$ cat config.mk
export PLATFORM = sky130hd
export DESIGN_NAME = mod_exp_ctrl_flat
export DESIGN_NICKNAME = d
export VERILOG_FILES = /design/src/rtl/mod_exp_ctrl_if.sv /design/src/rtl/mod_exp_ctrl.sv /design/src/flat_wrapper.sv
export SDC_FILE = /design/constraint.sdc
export NUM_CORES = 1
export LEC_CHECK = 0
export BUFFER_PORTS_ARGS = -buffer_cell sky130_fd_sc_hd__buf_4
export CAP_MARGIN = 20
export CELL_PAD_IN_SITES_DETAIL_PLACEMENT = 1
export CELL_PAD_IN_SITES_GLOBAL_PLACEMENT = 1
export CORE_AREA = 10 10 217 219
export CTS_CLUSTER_DIAMETER = 50
export DETAILED_ROUTE_END_ITERATION = 10
export DIE_AREA = 0 0 227 229
export GPL_TIMING_DRIVEN = 0
export PLACE_DENSITY = 0.74
export REMOVE_ABC_BUFFERS = 1
export SLEW_MARGIN = 20
export SYNTH_ARGS = -nofsm -noshare
export SYNTH_HDL_FRONTEND = slang
export SYNTH_SLANG_ARGS = --single-unit
$ cat constraint.sdc
create_clock -name clk -period 5.04 [get_ports clk]
set_input_delay 0.252 -clock clk [delete_from_list [all_inputs] [get_ports clk]]
set_output_delay 0.252 -clock clk [all_outputs]
set_load 0.03 [all_outputs]
$ cat src/rtl/mod_exp_ctrl_if.sv
// Host-side request/result signals and the Montgomery product handshake for mod_exp_ctrl.
// The master side is the sequencer; the slave side is the RSA top level plus the product unit.
interface mod_exp_ctrl_if #(
   parameter int unsigned bitLen = 64,
   parameter int unsigned expLen = 64
);
   logic              start;
   logic [bitLen-1:0] base_m;
   logic [bitLen-1:0] one_m;
   logic [expLen-1:0] exp;
   logic [bitLen-1:0] M;
   logic              busy;
   logic              done;
   logic [bitLen-1:0] result;
   logic              mp_start;
   logic [bitLen-1:0] mp_A;
   logic [bitLen-1:0] mp_B;
   logic [bitLen-1:0] mp_M;
   logic              mp_done;
   logic [bitLen-1:0] mp_P;

   modport master (
      input  start, base_m, one_m, exp, M, mp_done, mp_P,
      output busy, done, result, mp_start, mp_A, mp_B, mp_M
   );

   modport slave (
      output start, base_m, one_m, exp, M, mp_done, mp_P,
      input  busy, done, result, mp_start, mp_A, mp_B, mp_M
   );
endinterface

$ cat src/rtl/mod_exp_ctrl.sv
// Left-to-right square-and-multiply sequencer driving one shared Montgomery product unit,
// finishing with a product by 1 to leave the Montgomery domain.
module mod_exp_ctrl #(
   parameter int unsigned bitLen = 64,
   parameter int unsigned expLen = 64,
   parameter int unsigned bits_e = 7
) (
   input  logic           clk,
   input  logic           rst,
   mod_exp_ctrl_if.master bus
);

   typedef enum logic [2:0] {
      StIdle, StSqr, StSqrWait, StMul, StMulWait, StConv, StConvWait, StFin
   } state_e;

   localparam logic [bits_e-1:0] IdxTop = bits_e'(expLen - 1);

   state_e            r_state, w_state_nxt;
   logic [bitLen-1:0] r_acc, w_acc_nxt;
   logic [bitLen-1:0] r_base, w_base_nxt;
   logic [bitLen-1:0] r_m, w_m_nxt;
   logic [bitLen-1:0] r_result, w_result_nxt;
   logic [expLen-1:0] r_exp, w_exp_nxt;
   logic [bits_e-1:0] r_index, w_index_nxt;
   logic [expLen-1:0] w_exp_sh;
   logic              w_bit;
   logic              w_last;

   assign w_exp_sh = r_exp >> r_index;
   assign w_bit    = w_exp_sh[0];
   assign w_last   = (r_index == '0);

   assign bus.busy   = (r_state != StIdle);
   assign bus.done   = (r_state == StFin);
   assign bus.result = r_result;
   assign bus.mp_M   = r_m;

   always_comb begin
      w_state_nxt  = r_state;
      w_acc_nxt    = r_acc;
      w_base_nxt   = r_base;
      w_m_nxt      = r_m;
      w_result_nxt = r_result;
      w_exp_nxt    = r_exp;
      w_index_nxt  = r_index;
      bus.mp_start = 1'b0;
      bus.mp_A     = '0;
      bus.mp_B     = '0;
      case (r_state)
         StIdle: begin
            if (bus.start) begin
               w_base_nxt  = bus.base_m;
               w_exp_nxt   = bus.exp;
               w_m_nxt     = bus.M;
               w_acc_nxt   = bus.one_m;
               w_index_nxt = IdxTop;
               w_state_nxt = StSqr;
            end
         end
         StSqr: begin
            bus.mp_start = 1'b1;
            bus.mp_A     = r_acc;
            bus.mp_B     = r_acc;
            w_state_nxt  = StSqrWait;
         end
         // acc only changes on mp_done, so operands stay stable for the whole wait
         StSqrWait: begin
            bus.mp_A = r_acc;
            bus.mp_B = r_acc;
            if (bus.mp_done) begin
               w_acc_nxt = bus.mp_P;
               if (w_bit) begin
                  w_state_nxt = StMul;
               end else if (w_last) begin
                  w_state_nxt = StConv;
               end else begin
                  w_index_nxt = r_index - bits_e'(1);
                  w_state_nxt = StSqr;
               end
            end
         end
         StMul: begin
            bus.mp_start = 1'b1;
            bus.mp_A     = r_acc;
            bus.mp_B     = r_base;
            w_state_nxt  = StMulWait;
         end
         StMulWait: begin
            bus.mp_A = r_acc;
            bus.mp_B = r_base;
            if (bus.mp_done) begin
               w_acc_nxt = bus.mp_P;
               if (w_last) begin
                  w_state_nxt = StConv;
               end else begin
                  w_index_nxt = r_index - bits_e'(1);
                  w_state_nxt = StSqr;
               end
            end
         end
         StConv: begin
            bus.mp_start = 1'b1;
            bus.mp_A     = r_acc;
            bus.mp_B     = bitLen'(1);
            w_state_nxt  = StConvWait;
         end
         StConvWait: begin
            bus.mp_A = r_acc;
            bus.mp_B = bitLen'(1);
            if (bus.mp_done) begin
               w_result_nxt = bus.mp_P;
               w_state_nxt  = StFin;
            end
         end
         StFin: begin
            w_state_nxt = StIdle;
         end
         default: begin
            w_state_nxt = StIdle;
         end
      endcase
   end

   always_ff @(posedge clk) begin
      if (rst) begin
         r_state  <= StIdle;
         r_acc    <= '0;
         r_base   <= '0;
         r_m      <= '0;
         r_result <= '0;
         r_exp    <= '0;
         r_index  <= '0;
      end else begin
         r_state  <= w_state_nxt;
         r_acc    <= w_acc_nxt;
         r_base   <= w_base_nxt;
         r_m      <= w_m_nxt;
         r_result <= w_result_nxt;
         r_exp    <= w_exp_nxt;
         r_index  <= w_index_nxt;
      end
   end

endmodule

$ cat src/flat_wrapper.sv
// flat-port wrapper written by rule: the top's interface ports become plain ports
module mod_exp_ctrl_flat 
#(
   parameter int unsigned bitLen = 64,
   parameter int unsigned expLen = 64,
   parameter int unsigned bits_e = 7
)
  (clk, rst, bus_start, bus_base_m, bus_one_m, bus_exp, bus_M, bus_mp_done, bus_mp_P, bus_busy, bus_done, bus_result, bus_mp_start, bus_mp_A, bus_mp_B, bus_mp_M);
  mod_exp_ctrl_if #(.bitLen(bitLen), .expLen(expLen)) bus_i ();
  input  logic clk;
  input  logic rst;
  input wire logic [$bits(bus_i.start)-1:0] bus_start;
  input wire logic [$bits(bus_i.base_m)-1:0] bus_base_m;
  input wire logic [$bits(bus_i.one_m)-1:0] bus_one_m;
  input wire logic [$bits(bus_i.exp)-1:0] bus_exp;
  input wire logic [$bits(bus_i.M)-1:0] bus_M;
  input wire logic [$bits(bus_i.mp_done)-1:0] bus_mp_done;
  input wire logic [$bits(bus_i.mp_P)-1:0] bus_mp_P;
  output wire logic [$bits(bus_i.busy)-1:0] bus_busy;
  output wire logic [$bits(bus_i.done)-1:0] bus_done;
  output wire logic [$bits(bus_i.result)-1:0] bus_result;
  output wire logic [$bits(bus_i.mp_start)-1:0] bus_mp_start;
  output wire logic [$bits(bus_i.mp_A)-1:0] bus_mp_A;
  output wire logic [$bits(bus_i.mp_B)-1:0] bus_mp_B;
  output wire logic [$bits(bus_i.mp_M)-1:0] bus_mp_M;
  assign bus_i.start = bus_start;
  assign bus_i.base_m = bus_base_m;
  assign bus_i.one_m = bus_one_m;
  assign bus_i.exp = bus_exp;
  assign bus_i.M = bus_M;
  assign bus_i.mp_done = bus_mp_done;
  assign bus_i.mp_P = bus_mp_P;
  assign bus_busy = bus_i.busy;
  assign bus_done = bus_i.done;
  assign bus_result = bus_i.result;
  assign bus_mp_start = bus_i.mp_start;
  assign bus_mp_A = bus_i.mp_A;
  assign bus_mp_B = bus_i.mp_B;
  assign bus_mp_M = bus_i.mp_M;
  mod_exp_ctrl #(.bitLen(bitLen), .expLen(expLen), .bits_e(bits_e)) u_core (.clk(clk), .rst(rst), .bus(bus_i));
endmodule
; ---- After elaboration in Yosys (flattened, before gate mapping)
; Index checks and enable logic that the tools add are counted.
[word_totals]
register_bits = 330
input_bits = 324
out_inout_bits = 259
[classes]
addsub = 1
eq_ne = 13
shift = 1
n_mux = 19
reduce_logical = 16
[ops]
columns = op, count
row1 = 2-to-1 mux 64 bit, 3
row2 = case mux 64 bit (3 select lines), 1
row3 = case mux 64 bit (2 select lines), 1
row4 = right shift 64 x 7 -> 1 bit, 1
row5 = 2-to-1 mux 7 bit, 5
row6 = case mux 3 bit (8 select lines), 1
row7 = case mux 7 bit (3 select lines), 1
row8 = 2-to-1 mux 3 bit, 6
row9 = equality test 3 bit (second input constant), 4
row10 = != test 2 bit (second input constant), 5
row11 = OR reduction 2 bit, 4
row12 = zero test 7 bit, 1
row13 = subtractor 7 x 1 -> 7 bit (second input constant), 1
row14 = equality test 3 x 2 -> 1 bit (second input constant), 2
row15 = nonzero test 3 bit, 2
row16 = OR reduction 6 bit, 1
row17 = AND reduction 5 bit, 1
row18 = AND reduction 2 bit, 2
row19 = AND reduction 4 bit, 1
row20 = equality test 3 x 1 -> 1 bit (second input constant), 1
row21 = zero test 3 bit, 1
row22 = AND reduction 3 bit, 1
row23 = OR reduction 3 bit, 1
row24 = != test 2 x 1 -> 1 bit (second input constant), 1
row25 = other kinds (2), 2

; ---- Depth between registers and ports, before layout
[logic_depth]
word_depth = 5
depth_mapped = 10
ltp_nobuf = 9

; ---- Worst setup path before layout
; Ideal clock, no wire load.
[synth_path]
path_kind = flip-flop to output port
startpoint = register u_core.r_state[0]
endpoint = output port bus_mp_A[10]
t_arrival_ns = 2.210
required_ns = 4.788
setup_slack_ns = 2.578
stages_incl_launch_ff = 7
n_path_buf = 2
cell_sequence = dfxtp_1 > clkbuf_8 > inv_1 > nor3_1 > nor2_1 > clkbuf_1 > and2_1
[synth_between]
elab_chain_len = 3
elab_cells_between_ends = 8
[synth_lines]
columns = element, line_no
row1 = "start, declared", mod_exp_ctrl.sv:19  ; state_e r_state, w_state_nxt;
row2 = "start signal, assigned", mod_exp_ctrl.sv:127  ; r_state <= StIdle;
row3 = "start signal, assigned", mod_exp_ctrl.sv:135  ; r_state <= w_state_nxt;
row4 = equality test 3 x 1 -> 1 bit (tied with other cells), mod_exp_ctrl.sv:50  ; case (r_state)
row5 = OR reduction 6 bit (no line) (*), n/a
row6 = 2-to-1 mux 64 bit (*), mod_exp_ctrl.sv:50
row7 = "end, declared", flat_wrapper.sv:23  ; output wire logic [$bits(bus_i.mp_A)-1:0] bus_mp_A;
; Mark *: on every way between the ends. The rest lies on a longest branch, timed or not.

; ---- Final worst setup path
[layout_path]
startpoint = register u_core.r_state[2]
endpoint = output port bus_mp_A[30]
; The elaborated chain is that of the path after synthesis.

==> metrics.txt <==
status=finished, final reports clean; hpwl dp=49.13 mm; most common cell after layout, fill and taps aside=buf_4; placed cell area=19040 sq um; critical path launch point type=flop; worst setup path category=flop to output pin; Worst-Margin Slew=0.8364 ns; PostCTS Resize Cnt=0; clk_lat worst skew=0.56 ns; initial antenna violation count=9; Initial DRC Count=1056; largest net degree at the start of global routing=118; Worst EP required=4.79 ns; asr flop ratio synth=0%; Fin. Hold Viols=0; RR Endpoint=u_core.r_acc[22]; Num CTS Buffers=44; P&R area growth vs syn=66.60%; largest cells by area after synthesis=dfxtp_1 48%, nand2_1 14%, a21oi_1 9.6%; power per cell area=364.2 nW/um^2; Max-Cap Viols=0; fmax=296.5 MHz; WL/cell=24.63 microns; gpl congestion=0.8015; sequential-to-total area share from yosys stat=47.60%; CP Data Arrival Time=3.12 ns; Initial Util=32.50%; row count=76; Vias per Instance=5.243; setup_tns=0 ns; Synth Flop Type=dfxtp_1; fin area=23120 sq um; first-pass GRT wire length=111.7 mm; Die Y=229 microns; layout cells sized above 1=28.00%; Synth top area share=47.60%; H-Tree Depth=2; Peak VDD IR=203.8 uV; CTS Buffer Depth=3; Max-slew headroom=43.81%; DR DRC count=0; CP Capture Type=output pin; # IOs=583; Hold Startpoint=bus_one_m[20]; IO buf count=582; Worst Hold End=u_core.r_acc[20]; grt ovf=0; RSZ-0062 raised after global routing=false; Worst Hold Class=input port to flop; Initial DRT Pass Iterations=5; slowest stage delay, CP=0.71 ns; R2R setup slack=1.74 ns; critical path's slowest cell=dfxtp_1; origin of the critical flop-to-flop path=u_core.r_state[2]; die area=51980 sq um; R2R depth=9; flops & latches, synth=330; Synthesis Warnings=0; Synth area leader=dfxtp_1; vias in the first global route=17490; Avg Cell Area, Syn=8.106 sq um; WL final=75.70 mm; Worst Path Max Fanout=29; Reg clk slew, reported paths=0.06 ns; Post-synth EDFFs=0; Final nets=2810; Final setup viols=0; GR Util All Layers=27.81%; fin crit period=3.372 ns; Unique masters post-synth=56; CP Cell Sequence=inv_1 -> nor3_1 -> nor2_4 -> buf_16 -> buf_12 -> and2_1 -> buf_4; via count=16120; die width=227 microns; cell area after synthesis=13880 sq um; Mapped Cells=1712; Routed Antenna Nets=0; leakage=9.753 nW; most frequent cells in the layout=581 x buf_4, 531 x nand2_1, 329 x dfxtp_1; Worst Hold Depth=3; Clock Skews=0.01251 ns; Final period util=66.91%; CTS tree=yes; Core ar.=42700 sq um; clock sinks=330; Slew Limit Fails=0; Clock Tree Root=clkbuf_16
-- kinds of logic after synthesis --
group | after synthesis | share of synthesized area [%]
AOI/OAI and AO/OA | 427 | 19.09
xor gates and xnor gates | 1 | 0.06312
adders and majority gates | 3 | 0.2524
buffers and inverters | 153 | 4.986
DFF | 330 | 47.60
muxes | 95 | 7.104
and+or+nand+nor | 703 | 20.90
-- through the flow --
stage | setup WS (ns) | util, % | hold slack (ns) | power, mW | std cells
after floorplan | -2.993 | - | 0.3209 | 4.052 | 1569
after global placement | -8.919 | 42.81 | 0.4401 | 4.925 | 2697
after detailed placement | 1.883 | 44.58 | 0.4488 | 4.935 | 2728
after CTS | 1.665 | 54.09 | 0.01218 | 8.391 | 3064
after global routing | 1.436 | 54.14 | 0.04429 | 8.723 | 3072
final | 1.668 | 54.15 | 0.04023 | 8.422 | 3074
-- what timing repair did --
item	CTS	global route
hold buffers	256	0
hold endpoints to repair	256	0
setup buffers	0	0
-- layer usage --
metal | track usage (%) | vias up | share of wire [%]
met5 | 0 | - | 0.017
met4 | 11.23 | 2 | 4.4
met3 | 8.447 | 157 | 8.2
met2 | 48.72 | 671 | 49
met1 | 30.67 | 7932 | 38
li1 | - | 7355 | -
-- critical path: cells and delay by family, from the launching register on --
kind / cells / cell delay [ns]
flops: 1 / 0.71
buf+inv: 4 / 0.77
simple gates: 3 / 1.05
-- state kept, by name, indices dropped and copies added (netlist names) --
signal and count:
u_core.bus.mp_M 64, u_core.bus.result 64, u_core.r_acc 64, u_core.r_base 64, u_core.r_exp 64, u_core.r_index 7
u_core.r_state 3
-- final cells by class --
| cell class | count | area, sq um |
|---|---|---|
| antenna | 10 | 25.02 |
| clock buffer | 59 | 1219 |
| clock inverter | 21 | 279.0 |
| fill | 4904 | 19580 |
| inverter | 10 | 37.54 |
| multi-input combinational | 1229 | 6638 |
| sequential | 330 | 6608 |
| tap | 546 | 683.2 |
| timing repair buffer | 869 | 7632 |
-- synth_stat cells, types with 3 or more instances --
cell type  count
and2_1        64
dfxtp_1      330
nor3_1         6
mux2i_1       91
clkbuf_8       5
buf_6          3
clkbuf_1     111
inv_1         10
a22o_1        63
a211oi_1      68
nand2b_1       4
a21oi_1      266
buf_1          6
a22oi_1       10
a31oi_1        4
nand3_1        5
buf_2         13
nor2_1        74
nand2_1      533
-- how the worst max path moves through the flow --
stage,slack (ns),startpoint,endpoint,depth (start not counted)
after floorplan,-2.99,u_core.r_state[1],u_core.r_acc[0],6
after global placement,-8.92,u_core.r_state[2],u_core.r_acc[10],5
after detailed placement,1.88,u_core.r_state[2],u_core.r_acc[22],9
after CTS,1.66,u_core.r_state[2],bus_mp_A[30],7
after global routing,1.44,u_core.r_state[2],bus_mp_A[30],7
final,1.67,u_core.r_state[2],bus_mp_A[30],7
-- power breakdown --
part,switching (mW),total [mW],internal [mW]
Combinational,1.24,2.13,0.892
Sequential,0.172,3.00,2.82
Clock,1.29,3.30,2.01
Total,2.69,8.42,5.73
No activity file was read; power rests on OpenSTA's default activity.
